===== config.mk =====
export PLATFORM = sky130hd
export DESIGN_NAME = imem_fetch_ctrl
export DESIGN_NICKNAME = d
export VERILOG_FILES = /design/src/rtl/imem_fetch_ctrl.sv
export SDC_FILE = /design/constraint.sdc
export NUM_CORES = 1
export LEC_CHECK = 0
export CORE_ASPECT_RATIO = 0.9
export CORE_MARGIN = 5
export CORE_UTILIZATION = 35
export DETAILED_ROUTE_END_ITERATION = 10
export HOLD_SLACK_MARGIN = 0.05
export PLACE_DENSITY = 0.66
export SYNTH_ARGS = -nofsm -noshare
export SYNTH_HDL_FRONTEND = slang
export SYNTH_SLANG_ARGS = --single-unit

===== constraint.sdc =====
create_clock -name clk -period 2.8 [get_ports clk]
set_clock_uncertainty 0.15 [all_clocks]
set_input_delay 0.28 -clock clk [delete_from_list [all_inputs] [get_ports clk]]
set_output_delay 0.28 -clock clk [all_outputs]
set_load 0.02 [all_outputs]

===== src/rtl/imem_fetch_ctrl.sv =====
// Instruction-fetch sequencer: owns the PC, reads the combinational ROM, and
// hands captured words to decode through a registered valid/ready stage.
module imem_fetch_ctrl #(
  parameter logic [31:0] RESET_PC = 32'd0,
  parameter logic [31:0] PC_STEP  = 32'd2,
  parameter logic [31:0] PC_LIMIT = 32'd64
) (
  input  logic        clk,
  input  logic        rst,
  input  logic        start,
  input  logic        redirect_valid,
  input  logic [31:0] redirect_pc,
  input  logic        id_ready,
  input  logic [31:0] imem_instr,
  output logic [31:0] imem_pc,
  output logic        if_valid,
  output logic [31:0] if_instr,
  output logic [31:0] if_pc,
  output logic [31:0] if_pc_next,
  output logic        halted,
  output logic [15:0] fetch_count
);

  localparam logic [1:0] ST_IDLE = 2'd0;
  localparam logic [1:0] ST_RUN  = 2'd1;
  localparam logic [1:0] ST_HALT = 2'd2;

  logic [1:0]  state;
  logic [31:0] pc;
  logic        slot_free;

  assign slot_free  = ~if_valid | id_ready;
  assign imem_pc    = pc;
  assign if_pc_next = if_pc + PC_STEP;
  assign halted     = (state == ST_HALT);

  always_ff @(posedge clk) begin
    if (rst) begin
      state       <= ST_IDLE;
      pc          <= RESET_PC;
      if_valid    <= 1'b0;
      if_instr    <= 32'd0;
      if_pc       <= 32'd0;
      fetch_count <= 16'd0;
    end else begin
      case (state)
        ST_IDLE: begin
          if (redirect_valid) pc <= redirect_pc;
          if (start) state <= ST_RUN;
        end
        ST_RUN: begin
          if (redirect_valid) begin
            // squash the held word even under back-pressure
            pc       <= redirect_pc;
            if_valid <= 1'b0;
          end else if (slot_free) begin
            if (pc >= PC_LIMIT) begin
              state    <= ST_HALT;
              if_valid <= 1'b0;
            end else begin
              if_instr <= imem_instr;
              if_pc    <= pc;
              if_valid <= 1'b1;
              pc       <= pc + PC_STEP;
              if (fetch_count != 16'hFFFF) fetch_count <= fetch_count + 16'd1;
            end
          end
        end
        ST_HALT: begin
          if (start) begin
            pc    <= RESET_PC;
            state <= ST_RUN;
          end
        end
        default: state <= ST_IDLE;
      endcase
    end
  end

endmodule


* Word-level counts from Yosys, hierarchy flattened *
Cells that the tools add are included.

cells by class
  add/sub/neg operators = 3
  magnitude comparators = 1
  eq/ne operators = 11
  multiplexer cells = 14
  bitwise logic cells = 4
  reductions and logical operators = 9

operators by type and width
  operator                                                                 count
  32-bit two-way mux                                                       5
  32-bit one-hot mux with 3 select lines                                   1
  32-bit by 2-bit adder with 32-bit output, second input constant          2
  32-bit by 7-bit >= comparator with 1-bit output, second input constant   1
  16-bit by 1-bit adder with 16-bit output, second input constant          1
  16-bit inequality test, second input constant                            1
  2-bit inequality test, second input constant                             5
  5-bit AND reduction                                                      2
  2-bit two-way mux                                                        4
  4-bit AND reduction                                                      2
  3-bit inequality test, second input constant                             2
  2-bit one-hot mux with 2 select lines                                    1
  1-bit two-way mux                                                        3
  1-bit inverter                                                           3
  3-bit nonzero test                                                       1
  2-bit by 1-bit == test with 1-bit output, second input constant          1
  2-bit == test, second input constant                                     1
  2-bit logical NOT                                                        1
  2-bit by 1-bit inequality test with 1-bit output, second input constant  1
  2-bit AND reduction                                                      1
  2-bit nonzero test                                                       1
  2-bit OR reduction                                                       1
  1-bit OR                                                                 1

storage, ports and cells
  register bits = 115
  output and inout bits = 146
  word-level logic and storage cells = 48

* Logic depth before layout (Yosys ltp) *
Gate-level depths: netlist of run 1.

  depth after elaboration = 5
  gate-level depth with buffers = 10

* Worst setup path before layout of run 1 *
Ideal clock, no wire load.

  path kind = reg-to-output
  start = reg if_pc[10]
  end = out if_pc_next[21]
  arrival time = 2.254 ns
  required time = 2.370 ns
  path slack = 0.116 ns
  stages on the path, launching flop included = 6
  path buffers = 0
  cells stage by stage = dfxtp_1 -> and4_1 -> nand4_1 -> nor4_1 -> nand3_1 -> xnor2_1

on the way
  longest elaborated chain between the ends = 1

ends and longest elaborated chain
  item                                      line  source
  start, declared                           18    output logic [31:0] if_pc,
  start signal, assigned                    62    if_pc <= pc;
  32-bit by 2-bit adder with 32-bit output  34    assign if_pc_next = if_pc + PC_STEP;
  end, declared                             19    output logic [31:0] if_pc_next,

Every way passes these cells.

* Worst setup path in the final report of run 1 *
  start = reg if_pc[13]
  end = out if_pc_next[22]

Same word-level chain as after synthesis.

==> results of run 1 <==
[state kept, by name (all words and copies together) (netlist names)]
register / flops
if_valid: 1
if_instr: 32
fetch_count: 16
if_pc: 32
imem_pc: 32
state: 2
[final timing paths]
check / startpoint / end / slack, ns / cells after the start
setup / recovery: if_pc[13] / if_pc_next[22] / 0.08 / 7
hold / removal: rst / imem_pc[0] / 0.23 / 3
setup reg to reg: imem_pc[13] / fetch_count[8] / 0.21 / 6
hold reg to reg: if_instr[11] / if_instr[11] / 0.30 / 2
[area by class of cell]
cell class,count,area [um2],area share [%]
sequential,115,2300,26.1
timing repair buffer,268,2530,28.7
tap,202,253,2.86
multi-input combinational,522,3070,34.8
clock inverter,14,185,2.10
clock buffer,18,439,4.97
inverter,13,48.8,0.552
[logic make-up (layout without fill, tap and decap cells)]
kind of cell	Yosys count	count (layout)	synth area share, %
xor gates and xnor gates	29	29	4.57
adders and majority gates	7	7	1.57
muxes	3	3	0.562
AOI/OAI and AO/OA	167	167	19.0
DFF	115	115	41.4
buffers and inverters	58	313	4.00
and+or+nand+nor	316	316	28.9
[where the power goes]
part           internal [mW]  total [mW]  switching [mW]
Combinational          0.980        2.30            1.32
Clock                   1.50        2.28           0.778
Sequential              1.83        2.06           0.235
Total                   4.31        6.65            2.33
[tightest hold or removal path, cell delays in order]
cell	delay (ns)
buf_2	0.12
buf_12	0.21
nor2_1	0.13
[per-layer routing]
layer	vias up	routed length [um]	global-route usage, %
li1	3029	-	-
met1	2859	9120	29.6
met2	255	9050	32.5
met3	24	1830	6.75
met4	0	279	6.43
met5	-	0	0
[through the flow]
| stage | setup TNS [ns] | cell area [um2] | utilization (%) | power [mW] | hold WS, ns |
|---|---|---|---|---|---|
| floorplan | 0 | 5560 | - | 3.29 | 0.266 |
| global placement | 0 | 8220 | 53.0 | 4.35 | 0.292 |
| detailed placement | 0 | 8220 | 53.0 | 4.35 | 0.295 |
| CTS | 0 | 8830 | 57.0 | 6.66 | 0.228 |
| global route | -0.182 | 8840 | 57.0 | 7.01 | 0.246 |
| finish | 0 | 8840 | 57.0 | 6.65 | 0.231 |
[cells in the final DEF (no fill, tap or decap), drive strengths merged, types with 14 or more instances in the layout]
master and instances:
clkdlybuf4s50 192, nand2 123, dfxtp 115, a21oi 80, buf 55, and3 40
nand3 40, clkbuf 27, nor2 25, nand4 22, xnor2 19, o31ai 16
nor4 16, inv 14
[what timing repair did]
| item | in CTS | in global routing |
|---|---|---|
| resized for setup | 19 | 33 |
| pin swaps | 0 | 1 |
| endpoints found under the setup margin | 18 | 20 |
| setup buffers | 0 | 1 |
==> impl_metrics.csv, run 1 <==
group,metric,value,unit
grt,grt_pass1_wl,31.9,mm
cells_and_area,nFillCells,1446,
cts,cts_max_level,4,
grt,grt_max_degree,91,
synth,ys_async_sr_fraction,0,%
sta,finalCritPeriodShare,97.0,%
floorplan,die_w,143,um
cells_and_area,layout-drive-gt1-share,11.9,%
synth,syn_inst,695,
worst_setup_path,path_max_fanout,5,
synth,synth_warnings,0,
synth,synth_edf_count,0,
drt,routed_via_density,5.35,
cells_and_area,area_growth,58.9,%
synth,syn_area,5560,um2
grt,grt_pass1_vias,5841,
sta,layout_setup_ws,0.0843,ns
run_status,status,"finished, final reports clean",
cts,clockBufferDepth,2,
grt,grt-ovfl-total,0,
floorplan,io_pins,215,
worst_setup_path,critical-path-top-delay-family,"simple AND/OR/NAND/NOR gates",
drt,wl_per_cell,17.6,um
place,place_congestion,0.881,
place,dp_cells,1119,
sta,tightest_slew,0.620,ns
worst_setup_path,startpoint_type,"flop",
sta,clock.fmax,368,MHz
sta,hold_viol_final,0,
worst_setup_path,arrival,2.29,ns
power,leakagePower,3.34,nW
drt,first_pass_iters,5,
floorplan,coreArea,15500,um2
worst_setup_path,crit_type,"reg2out",
grt,grt_use_total,21.5,%
synth,synth_most_common_cell,"nand2_1",
worst_setup_path,cpPeakStageDelay,0.33,ns
synth,ys_seq_elements,115,
sta,fin_crit,2.72,ns
sta,slew_viol_final,0,
place,hpwl,14.7,mm
drt,via_count,6167,
cells_and_area,fin_cells,1152,
cells_and_area,antenna_cells,0,
place,dp_slack,0.124,ns
drt,drt_iter0_markers,379,
worst_setup_path,required,2.37,ns
cts,cts_tree,"done",
worst_hold_path,hold_path.class,"in2reg",
drt,wirelength,20.3,mm
synth,yosysSeqAreaShare,41.4,%
synth,synth_top_cell_area_share,41.4,%
worst_setup_path,path_buf_inv,2,
sta,relSlewSlack,58.6,%
cells_and_area,finalNetCount,1013,
floorplan,start_util,35.9,%
cts,hold_buffers,0,
drt,ant_nets,0,
cts,clk_latency,0.42,ns
cts,numCtsBuffers,17,
floorplan,rows,43,
synth,synthTopCellsByCount,"nand2_1, dfxtp_1, a21oi_1",
run,maxCapViolCount,0,
worst_setup_path,slowest_stage,"clkdlybuf4s15_1",
synth,synth_nets,771,
sta,setup_violations,0,
floorplan,die_area,18500,um2
synth,synthTopCellsByArea,"dfxtp_1, nand2_1, a21oi_1, and3_1, nand3_1",
worst_setup_path,worstPathCellList,"and4_1 > nand4_1 > nor4_2 > buf_4 > nand2_1 > xnor2_1 > clkdlybuf4s15_1",
power,ir_drop,0.502,mV
floorplan,chipHeight,130,um
cts,cts.clk_slew.worst_paths,0.05,ns
drt,drc_errors,0,
power,powerDensity,752,nW/um2
synth,synth_cell_type_count,54,
cts,clock_sinks,115,
synth,synthFlopType,"dfxtp_1",
worst_setup_path,endpoint_kind,"output pin",
synth,yosysTopAreaCell,"dfxtp_1",
synth,avgSynthCellArea,8.00,um2
grt,antenna_found_initial,0,
cts,cts.root.buffer_cell,"clkbuf_16",
place,portBuffers,214,
(Power assumes the default switching activity.)
==> run 2: changes to the inputs <==
Settings changed: SLEW_MARGIN from default to 20.
==> results of run 2 <==
No change in the layout: final DEF, timing and power equal those of run 1.
